[src/rtl/alu_execute_unit.sv]
// alu_execute_unit: execute stage behind the 16x16 register file.
// Runs seven single-cycle ops and a 16-step shift-add MUL that stalls issue.
// Ports:
//   clk, rst (sync, active-high)
//   start, op[2:0], dr_in[3:0], A, B : issue side
//   busy : MUL in flight, start ignored
//   done, RegW[1:0], DR[3:0], Write_data, Z, C : register-file write side
module alu_execute_unit #(
    parameter int WIDTH      = 16,
    parameter int MUL_CYCLES = 16
) (
    input  logic             clk,
    input  logic             rst,
    input  logic             start,
    input  logic [2:0]       op,
    input  logic [3:0]       dr_in,
    input  logic [WIDTH-1:0] A,
    input  logic [WIDTH-1:0] B,
    output logic             busy,
    output logic             done,
    output logic [1:0]       RegW,
    output logic [3:0]       DR,
    output logic [WIDTH-1:0] Write_data,
    output logic             Z,
    output logic             C
);

    localparam logic [2:0] OP_ADD = 3'b000;
    localparam logic [2:0] OP_SUB = 3'b001;
    localparam logic [2:0] OP_AND = 3'b010;
    localparam logic [2:0] OP_OR  = 3'b011;
    localparam logic [2:0] OP_XOR = 3'b100;
    localparam logic [2:0] OP_SHL = 3'b101;
    localparam logic [2:0] OP_SHR = 3'b110;
    localparam logic [2:0] OP_MUL = 3'b111;

    localparam logic [1:0] REGW_SINGLE = 2'b01;
    localparam logic [1:0] REGW_MULTI  = 2'b11;
    localparam logic [1:0] REGW_OFF    = 2'b10;

    localparam logic [4:0] LAST_CNT = 5'(MUL_CYCLES - 1);

    typedef enum logic {
        S_IDLE,
        S_MUL
    } state_t;

    state_t r_state;
    state_t w_next;

    logic             r_done;
    logic [1:0]       r_regw;
    logic [3:0]       r_dr;
    logic [WIDTH-1:0] r_wdata;
    logic             r_z;
    logic             r_c;

    logic [2*WIDTH-1:0] r_acc;
    logic [2*WIDTH-1:0] r_mcand;
    logic [WIDTH-1:0]   r_mpy;
    logic [4:0]         r_cnt;
    logic [3:0]         r_mdr;

    logic [WIDTH:0]     w_sum;
    logic [WIDTH:0]     w_diff;
    logic [WIDTH:0]     w_shl;
    logic [WIDTH:0]     w_shr;
    logic [3:0]         w_shamt;
    logic [WIDTH-1:0]   w_res;
    logic               w_c;
    logic [2*WIDTH-1:0] w_acc_next;
    logic               w_mul_last;

    assign w_sum   = {1'b0, A} + {1'b0, B};
    // Bit WIDTH of the widened difference is the unsigned borrow.
    assign w_diff  = {1'b0, A} - {1'b0, B};
    assign w_shamt = B[3:0];
    // One guard bit on each shift catches the last bit shifted out;
    // a zero shift leaves the guard bit clear.
    assign w_shl   = {1'b0, A} << w_shamt;
    assign w_shr   = {A, 1'b0} >> w_shamt;

    always_comb begin
        w_res = '0;
        w_c   = 1'b0;
        unique case (op)
            OP_ADD: begin
                w_res = w_sum[WIDTH-1:0];
                w_c   = w_sum[WIDTH];
            end
            OP_SUB: begin
                w_res = w_diff[WIDTH-1:0];
                w_c   = w_diff[WIDTH];
            end
            OP_AND: w_res = A & B;
            OP_OR:  w_res = A | B;
            OP_XOR: w_res = A ^ B;
            OP_SHL: begin
                w_res = w_shl[WIDTH-1:0];
                w_c   = w_shl[WIDTH];
            end
            OP_SHR: begin
                w_res = w_shr[WIDTH:1];
                w_c   = w_shr[0];
            end
            OP_MUL: begin
                w_res = '0;
                w_c   = 1'b0;
            end
        endcase
    end

    assign w_acc_next = r_mpy[0] ? (r_acc + r_mcand) : r_acc;
    assign w_mul_last = (r_cnt == LAST_CNT);

    always_ff @(posedge clk) begin
        if (rst) begin
            r_state <= S_IDLE;
        end else begin
            r_state <= w_next;
        end
    end

    always_comb begin
        w_next = r_state;
        unique case (r_state)
            S_IDLE: begin
                if (start && op == OP_MUL) begin
                    w_next = S_MUL;
                end
            end
            S_MUL: begin
                if (w_mul_last) begin
                    w_next = S_IDLE;
                end
            end
        endcase
    end

    always_ff @(posedge clk) begin
        if (rst) begin
            r_done  <= 1'b0;
            r_regw  <= REGW_OFF;
            r_dr    <= '0;
            r_wdata <= '0;
            r_z     <= 1'b0;
            r_c     <= 1'b0;
            r_acc   <= '0;
            r_mcand <= '0;
            r_mpy   <= '0;
            r_cnt   <= '0;
            r_mdr   <= '0;
        end else begin
            r_done <= 1'b0;
            r_regw <= REGW_OFF;
            unique case (r_state)
                S_IDLE: begin
                    if (start && op != OP_MUL) begin
                        r_done  <= 1'b1;
                        r_regw  <= REGW_SINGLE;
                        r_dr    <= dr_in;
                        r_wdata <= w_res;
                        r_z     <= (w_res == '0);
                        r_c     <= w_c;
                    end else if (start) begin
                        r_acc   <= '0;
                        r_mcand <= {{WIDTH{1'b0}}, A};
                        r_mpy   <= B;
                        r_cnt   <= '0;
                        r_mdr   <= dr_in;
                    end
                end
                S_MUL: begin
                    r_acc   <= w_acc_next;
                    r_mcand <= r_mcand << 1;
                    r_mpy   <= r_mpy >> 1;
                    r_cnt   <= r_cnt + 5'd1;
                    if (w_mul_last) begin
                        r_done  <= 1'b1;
                        r_regw  <= REGW_MULTI;
                        r_dr    <= r_mdr;
                        r_wdata <= w_acc_next[WIDTH-1:0];
                        r_z     <= (w_acc_next[WIDTH-1:0] == '0);
                        r_c     <= |w_acc_next[2*WIDTH-1:WIDTH];
                    end
                end
            endcase
        end
    end

    assign busy       = (r_state == S_MUL);
    assign done       = r_done;
    assign RegW       = r_regw;
    assign DR         = r_dr;
    assign Write_data = r_wdata;
    assign Z          = r_z;
    assign C          = r_c;

endmodule

[config.mk]
export PLATFORM = sky130hd
export DESIGN_NAME = alu_execute_unit
export DESIGN_NICKNAME = d
export VERILOG_FILES = /design/src/rtl/alu_execute_unit.sv
export SDC_FILE = /design/constraint.sdc
export NUM_CORES = 1
export LEC_CHECK = 0
export CAP_MARGIN = 5
export CORE_ASPECT_RATIO = 2
export CORE_MARGIN = 5
export CORE_UTILIZATION = 30
export CTS_CLUSTER_DIAMETER = 30
export CTS_CLUSTER_SIZE = 40
export DETAILED_ROUTE_END_ITERATION = 16
export PLACE_DENSITY = 0.5
export SKIP_CTS_REPAIR_TIMING = 1
export SYNTH_ARGS = -nofsm -noshare
export SYNTH_HDL_FRONTEND = slang
export SYNTH_SLANG_ARGS = --single-unit
[constraint.sdc]
create_clock -name clk -period 4.15 [get_ports clk]
set_input_delay 0.415 -clock clk [delete_from_list [all_inputs] [get_ports clk]]
set_output_delay 0.415 -clock clk [all_outputs]
set_load 0.02 [all_outputs]
## After elaboration in Yosys (flattened, before gate mapping)

Cells that the tools add are included.

| word-level totals | value |
|---|---|
| flip-flop bits (word level) | 115 |
| word-level logic and storage cells | 81 |

| cells by class | value |
|---|---|
| add/subtract/negate cells | 4 |
| eq/ne operators | 13 |
| shift-type cells | 2 |
| muxes and demuxes | 36 |
| bitwise gates (word level) | 5 |
| reductions and logical operators | 9 |

Operator list:

| operator | number |
|---|---|
| 2-to-1 mux 32 bit | 5 |
| case mux 16 bit (8 select lines) | 1 |
| case mux 32 bit (2 select lines) | 2 |
| 2-to-1 mux 16 bit | 4 |
| case mux 16 bit (2 select lines) | 2 |
| adder 32 bit | 1 |
| zero test 16 bit | 2 |
| adder 16 x 16 -> 17 bit | 1 |
| left shift 16 x 4 -> 17 bit | 1 |
| >> shifter 17 x 4 -> 17 bit | 1 |
| subtractor 16 x 16 -> 17 bit | 1 |
| AND 16 bit | 1 |
| bitwise OR 16 bit | 1 |
| OR reduction 16 bit | 1 |
| XOR 16 bit | 1 |
| == test 3 bit, second input constant | 4 |
| 2-to-1 mux 5 bit | 2 |
| case mux 5 bit (2 select lines) | 1 |
| 2-to-1 mux 1 bit | 9 |
| 2-to-1 mux 4 bit | 2 |
| case mux 1 bit (2 select lines) | 4 |
| case mux 4 bit (2 select lines) | 1 |
| == test 3 x 2 -> 1 bit, second input constant | 2 |
| != test 2 bit, second input constant | 3 |
| other kinds (13) | 16 |

## Longest topological paths before layout

Gate-level depths: netlist (run 1).

| logic depth | value |
|---|---|
| depth in word-level cells | 5 |
| mapped depth | 15 |

## Worst setup path after synthesis (run 1)

OpenSTA, ideal clock, no wires.

| timing path | value |
|---|---|
| path type | input to register |
| from | input port B[2] |
| to | register r_z (netlist: Z) |
| library setup time | 84 ps |
| data arrival time | 3563 ps |
| required time | 4066 ps |
| path slack | 503 ps |
| stages | 15 |
| path buffers | 3 |
| cells stage by stage | inv_1 > buf_1 > clkbuf_1 > ha_1 > clkbuf_1 > o21a_1 > a21o_1 > a21o_1 > a31o_2 > a221oi_1 > o21ai_1 > nor4_2 > and4_1 > nand4_1 > o31ai_2 |

| between the ends | value |
|---|---|
| word-level cells in the longest chain between the ends | 5 |
| elaborated cells between the ends (all ways) | 11 |
| those cells by class | add/sub: 2; shift: 2; mux: 3; bitwise: 3; reduce/logical: 1 |

Ends and longest elaborated chain:

| item | RTL line | source |
|---|---|---|
| from (decl) | 18 | `input logic [WIDTH-1:0] B,` |
| subtractor 16 x 16 -> 17 bit (tied with other cells) | 76 | `assign w_diff = {1'b0, A} - {1'b0, B};` |
| case mux 16 bit (8 select lines) (*) | 86 | `unique case (op)` |
| zero test 16 bit (*) | 163 | `r_z <= (w_res == '0);` |
| 2-to-1 mux 1 bit (*) | 158 | `if (start && op != OP_MUL) begin` |
| case mux 1 bit (2 select lines) (*) | 156 | `unique case (r_state)` |
| to (signal assigned) | 163 |  |
| to (signal assigned) | 183 | `r_z <= (w_acc_next[WIDTH-1:0] == '0);` |
| to (decl) | 55 | `logic r_z;` |

Every way passes the cells marked *; elsewhere a longest branch is shown, timed or not. The select of a mux whose other input is x is not followed.
A chain may end at the register's enable or synchronous reset.

## Worst setup path after layout (run 1)

| timing path | value |
|---|---|
| from | register r_mcand[0] |
| to | register r_c (netlist: C) |

| between the ends | value |
|---|---|
| word-level cells in the longest chain between the ends | 5 |

Ends and longest elaborated chain:

| item | RTL line | source |
|---|---|---|
| from (decl) | 59 | `logic [2*WIDTH-1:0] r_mcand;` |
| from (signal assigned) | 167 | `r_mcand <= {{WIDTH{1'b0}}, A};` |
| from (signal assigned) | 175 | `r_mcand <= r_mcand << 1;` |
| adder 32 bit | 113 | `assign w_acc_next = r_mpy[0] ? (r_acc + r_mcand) : r_acc;` |
| 2-to-1 mux 32 bit | 113 |  |
| OR reduction 16 bit | 184 | `r_c <= \|w_acc_next[2*WIDTH-1:WIDTH];` |
| 2-to-1 mux 1 bit | 178 | `if (w_mul_last) begin` |
| case mux 1 bit (2 select lines) | 156 |  |
| to (signal assigned) | 164 | `r_c <= w_c;` |
| to (signal assigned) | 184 |  |
| to (decl) | 56 | `logic r_c;` |

Every way passes these cells. The select of a mux whose other input is x is not followed.

==> metrics, run 1 <==
largest net degree at the start of global routing 94; port bufs 67; Max clock buf depth 2; status finished, final reports clean; worst hold start rst; combinational share of power 0.266; switching fraction of total power 0.332; initial antenna violation count 0; prevailing post-synth register cell dfxtp_1; routability congestion estimate around 1.0; number of I/O pins 68; synth unique cells 82; flops & latches, synth 114; Seq/Total Area, Yosys 0.222; CP Capture Type flop; max_cap viols 0; Root Driver clkbuf_16; DRT iter0 DRCs 755; Pint 0.00240 W; max_slew headroom 0.301; Setup CP Type reg -> reg; f_max around 250 MHz; asr flop ratio synth 0; nets around 1600; reg-to-reg critical path startpoint r_mcand[0]$_SDFFE_PP0P_; clk sink count 114; Leak 5.02 nW; Startpoint Class flop; Detail Placement HPWL 37600 um; Routed WL ~47000 um; CTS buffer count 17; final hold vios 0; Total GRT Usage 0.240; crit path max fanout 4; setup TNS 0 ns; Core ar. 34100 um2; period utilization 0.950; Via density ~6; first-pass GRT wire length 68800 um; routed vias between 10000 and 15000; Initial Utilization 0.301; Min Hold Slack 0.337 ns; Inserted Diodes 0; slew at the pin closest to its max-slew limit ~1.0 ns; wire per inst 24.8 um; Area Overhead vs Synth 20.5%; worst IR drop on VDD 0.000269 V; Post-route DRC 0; vias in the first global route 11100; Register Area 2290 um2; Layout Skew roughly 0.0099 ns; fraction of layout cells with a size suffix above 1 0.128; Power Density 290 nW/um2; net switching power ~0.0012 W; Critical Path Start r_mcand[0]$_SDFFE_PP0P_; Final setup viols 0; clock insertion delay at the later pin of the skew report 0.44 ns; Routed Antenna Nets 0; Die H roughly 270 um; Post-synth EDFFs 0; share of power burned in registers 0.319; Clk pin slew, worst setup/hold paths 0.06 ns; Cells after Synth 1354; H-tree lvl count 4; Worst Hold Class in -> reg; most common cell after layout, fill and taps aside nor2_1; die area 38300 um2; DRT Pass-1 Iters 5; Max Slew Vio Count 0; CP Data Required Time ~4.5 ns; Clk pwr share 0.415; multi-input logic area 7350 um2; Mapped Area about 10000 um2; total gr overflow 0; fill count 3679; Mean Syn Cell Area 7.59 um2; Data arrival, critical path 4.25 ns; Die X 141 um; # rows 96; most frequent cells in the layout nor2_1 (169), a21oi_1 (152), nand2_1 (121); Yosys warning count 0; Net Count, Synth about 1500; fin crit period 3.94 ns; CTS tree done
==> path summary, 6_finish.rpt <==
check                               endpoint  slack, ns  cells after the start
setup / recovery              C$_SDFFE_PP0P_       0.21                     13
hold / removal        r_acc[21]$_SDFFE_PP0P_       0.34                      2
setup reg to reg              C$_SDFFE_PP0P_       0.21                     13
hold reg to reg   Write_data[0]$_SDFFE_PP0P_       0.45                      2
==> cell families (layout without fill, tap and decap cells) <==
| logic type | Yosys count | in the layout | synth area share |
|---|---|---|---|
| xor+xnor | 31 | 31 | 0.0264 |
| buf+inv | 163 | 252 | 0.0636 |
| simple gates | 422 | 422 | 0.184 |
| compound gates | 473 | 473 | 0.303 |
| fa+ha+maj | 85 | 85 | 0.106 |
| mux | 66 | 66 | 0.0950 |
| flops | 114 | 114 | 0.222 |
==> through the flow <==
step                std cells  worst slack [ns]  utilization  total power [W]  cell area, um2
floorplan                1354             0.503            -          0.00168           10300
global placement         1853            0.0356        0.346          0.00211           11800
finish                   1884             0.208        0.363          0.00359           12400
CTS                      1884            0.0992        0.363          0.00361           12400
global route             1884          -0.00578        0.363          0.00373           12400
detailed placement       1853            0.0471        0.346          0.00210           11800
==> cells in the mapped netlist (6+ instances only) <==
| master | number | area, um2 |
|---|---|---|
| a211o_1 | 8 | 70.1 |
| a211oi_1 | 20 | 150 |
| a21o_1 | 25 | 188 |
| a21oi_1 | 152 | 761 |
| a221oi_1 | 9 | 78.8 |
| a22oi_1 | 56 | 420 |
| a31oi_1 | 9 | 56.3 |
| and3_1 | 9 | 56.3 |
| buf_1 | 13 | 48.8 |
| buf_2 | 12 | 60.1 |
| clkbuf_1 | 72 | 270 |
| dfxtp_1 | 114 | 2280 |
| ha_1 | 82 | 1030 |
| inv_1 | 57 | 214 |
| mux2_2 | 16 | 180 |
| mux2i_1 | 24 | 240 |
| mux4_2 | 23 | 518 |
| nand2_1 | 121 | 454 |
| nand2b_1 | 20 | 125 |
| nand3_1 | 20 | 100 |
| nand4_1 | 12 | 75.1 |
| nor2_1 | 169 | 634 |
| nor2b_1 | 16 | 100 |
| nor3_1 | 22 | 110 |
| nor4_1 | 7 | 43.8 |
| o211ai_1 | 17 | 128 |
| o21a_1 | 6 | 45.0 |
| o21ai_0 | 59 | 295 |
| o21ai_1 | 8 | 40.0 |
| o21bai_1 | 14 | 105 |
| o221ai_1 | 9 | 78.8 |
| o22ai_1 | 17 | 106 |
| xnor2_1 | 19 | 166 |
| xor2_1 | 12 | 105 |
==> flip-flops by register name (all words and copies together), names as in the netlist <==
register / flops
r_mpy: 16
busy: 1
C: 1
DR: 4
r_mdr: 4
Write_data: 16
r_acc: 32
Z: 1
r_cnt: 5
r_mcand: 32
RegW: 2
==> metal layers <==
metal,wire length (um),track usage,vias up
li1,-,-,5123
met1,14700,0.216,5299
met2,25400,0.458,424
met3,1810,0.0307,195
met4,4660,0.204,0
met5,0,0,-
==> worst max-delay path, cell delays in order, from the launching register on <==
cell	delay, ns
dfxtp_1	0.35
ha_1	0.23
fa_1	0.44
a211oi_1	0.42
nor3_1	0.17
o2111ai_1	0.32
nand2_1	0.15
o41ai_2	0.48
buf_4	0.20
o21ai_1	0.08
xor2_1	0.15
mux2_2	0.31
nor4_1	0.36
a31oi_1	0.13
==> area by class of cell <==
| cell class | instances | share of cell area |
|---|---|---|
| repair buffers | 159 | 0.111 |
| clock buffers | 18 | 0.0355 |
| well taps | 441 | 0.0446 |
| inverters | 62 | 0.0188 |
| flip-flops and latches | 114 | 0.185 |
| clock inverters | 13 | 0.0119 |
| multi-input cells | 1077 | 0.594 |
==> power groups by stage <==
stage	sequential, W	clock (W)	combinational [W]
global placement	0.00117	0	0.000936
CTS	0.00115	0.00152	0.000937
global route	0.00115	0.00157	0.00101
detailed placement	0.00117	0	0.000933
floorplan	0.00119	0	0.000496
finish	0.00115	0.00149	0.000954
Power figures use the tool's default switching activity.
==> run 2, diff against run 1 <==
CORE_UTILIZATION = 40   (was 30)
PLACE_DENSITY = 0.62   (was 0.5)
==> metrics, run 2 (synthesis results as in run 1) <==
Leak 5.14 nW (was 5.02 nW); placed insts 1775 (was 1853); RSZ-0062 raised after global routing false; max_slew headroom 0.431 (was 0.301); Data arrival, critical path 4.24 ns (was 4.25 ns); Routed WL 45700 um (was 46600 um); met3 wire length 1840 um (was 1810 um); CP Capture Type flop (unchanged); CP cell instances ha_1 -> fa_1 -> a211oi_1 -> nor3_1 -> o2111ai_1 -> a21oi_1 -> buf_4 -> nand2b_1 -> xor2_1 -> a211oi_1 -> nand4b_1 -> nor4_1 -> a31oi_1 (was ha_1 -> fa_1 -> a211oi_1 -> nor3_1 -> o2111ai_1 -> nand2_1 -> o41ai_2 -> buf_4 -> o21ai_1 -> xor2_1 -> mux2_2 -> nor4_1 -> a31oi_1); Max clock buf depth 2 (unchanged); R2R cell count 13 (unchanged); port bufs 67 (unchanged); routed vias 11200 (was 11000); Clk pin slew, worst setup/hold paths 0.06 ns (about the same); vias in the first global route 11200 (was 11100); critical path's slowest cell a211oi_1 (was o41ai_2); DRT Pass-1 Iters 5 (unchanged); Largest regs r_acc: 32 flops, r_mcand: 32 flops (unchanged); Via density 6.18 (was 5.86); Inserted Diodes 0 (unchanged); most frequent cells in the layout nor2_1 (169), a21oi_1 (152), nand2_1 (121) (unchanged); Layout Skew 0.0105 ns (was 0.00993 ns); reg-to-reg critical path startpoint r_mcand[0]$_SDFFE_PP0P_ (unchanged); Core Util, Final 0.487 (was 0.363); Worst Hold Class in -> reg (unchanged); Routed Antenna Nets 0 (unchanged); Total GRT Usage 0.313 (was 0.240); Final setup viols 0 (unchanged); Metal-1 WL 14800 um (was 14700 um); CTS buffer count 17 (unchanged); status finished, final reports clean (unchanged); Detail Placement HPWL 36100 um (was 37600 um); Die H 237 um (was 272 um); slew at the pin closest to its max-slew limit 0.849 ns (was 1.05 ns); wire per inst 25.3 um (was 24.8 um); first-pass GRT wire length 67700 um (was 68800 um); CP Data Required Time 4.44 ns (was 4.46 ns); largest net degree at the start of global routing 78 (was 94); crit path max fanout 3 (was 4); total gr overflow 0 (unchanged); final hold vios 0 (unchanged); end of the worst hold path r_acc[16]$_SDFFE_PP0P_ (was r_acc[21]$_SDFFE_PP0P_); placed inst area 11800 um2 (about the same); hold depth 2 (unchanged); fraction of layout cells with a size suffix above 1 0.142 (was 0.128); nets 1581 (was 1558); fin crit period 3.95 ns (was 3.94 ns); Initial Utilization 0.402 (was 0.301); Crit path top cell by count a211oi_1; period utilization 0.952 (was 0.950); Power Density 291 nW/um2 (was 290 nW/um2); Die X 123 um (was 141 um); Area Overhead vs Synth 21.2% (was 20.5%); Top Layer Used met4 (unchanged); routability congestion estimate 1.04 (was 1.03); initial antenna violation count 0 (unchanged); clk sink count 114 (unchanged); Core ar. 25500 um2 (was 34100 um2); clock insertion delay at the later pin of the skew report 0.43 ns (was 0.44 ns); Min Hold Slack 0.441 ns (was 0.337 ns); setup TNS 0 ns (unchanged); Max Slew Vio Count 0 (unchanged); Root Driver clkbuf_16 (unchanged); worst hold start rst (unchanged); max_cap viols 0 (unchanged); DRT iter0 DRCs 908 (was 755); Non-Filler Instances 1807 (was 1884); die area 29200 um2 (was 38300 um2); finished layout cell area 12400 um2 (about the same); slowest stage delay, CP 0.61 ns (was 0.48 ns); # rows 83 (was 96); Startpoint Class flop (unchanged); H-tree lvl count 4 (unchanged); most common cell after layout, fill and taps aside nor2_1 (unchanged); f_max 253 MHz (was 254 MHz); Reg-to-Reg End C$_SDFFE_PP0P_ (unchanged); Worst R2R Setup Slack 0.20 ns (was 0.21 ns); worst IR drop on VDD 0.000215 V (was 0.000269 V); Post-route DRC 0 (unchanged); met2 wire length 24300 um (was 25400 um); CTS tree done (unchanged); number of I/O pins 68 (unchanged); Setup CP Type reg -> reg (unchanged)
==> run 2: changes by cell type in the layout (fill, tap and decap cells not counted) <==
cell        change
clkinvlp_4      +1
clkinv_2        +1
inv_6           -1
inv_4           -1
clkbuf_16       +1
buf_4          +23
==> run 2: cell type report <==
| class | count | area (um2) |
|---|---|---|
| clock inverters | 13 | 145 |
| repair buffers | 182 | 1550 |
| flip-flops and latches | 114 | 2290 |
| well taps | 340 | 425 |
| fillers | 2614 | 13100 |
| inverters | 62 | 233 |
| clock buffers | 19 | 464 |
| multi-input cells | 1077 | 7350 |
==> run 2: layer usage <==
metal | up-vias | GRT usage
li1 | 5169 | -
met1 | 5364 | 0.299
met2 | 448 | 0.568
met3 | 187 | 0.0394
met4 | 0 | 0.270
met5 | - | 0
==> run 2: where the power goes <==
| group | switching, W | total, W | internal, W |
|---|---|---|---|
| combinational | 0.000574 | 0.000962 | 0.000388 |
| sequential | 0.0000287 | 0.00115 | 0.00112 |
| clock | 0.000564 | 0.00151 | 0.000941 |
==> run 2: worst max-delay path by stage <==
| stage | cells after the start | slack [ns] | startpoint | end |
|---|---|---|---|---|
| floorplan | 15 | 0.50 | B[2] | Z$_SDFFE_PP0P_ |
| global placement | 15 | 0.08 | A[0] | C$_SDFFE_PP0P_ |
| detailed placement | 15 | 0.03 | A[0] | C$_SDFFE_PP0P_ |
| CTS | 14 | 0.1 | r_acc[0]$_SDFFE_PP0P_ | C$_SDFFE_PP0P_ |
| global route | 14 | 0.09 | r_acc[0]$_SDFFE_PP0P_ | C$_SDFFE_PP0P_ |
| finish | 13 | 0.20 | r_mcand[0]$_SDFFE_PP0P_ | C$_SDFFE_PP0P_ |
==> run 2: critical path, delay by kind of cell, from the launching register on <==
kind,cells,cell delay (ns)
adder cells (fa/ha/maj),2,0.66
flip-flops,1,0.33
XOR/XNOR,1,0.16
AND/OR/NAND/NOR,4,0.84
AO/OA/AOI/OAI,5,1.66
buffers and inverters,1,0.16
==> run 2: per-stage QoR <==
stage / setup slack [ns] / total power (W)
finish: 0.197 / 0.00362
global route: 0.0886 / 0.00375
CTS: 0.0964 / 0.00362
detailed placement: 0.0327 / 0.00212
global placement: 0.0759 / 0.00212
floorplan: 0.503 / 0.00168
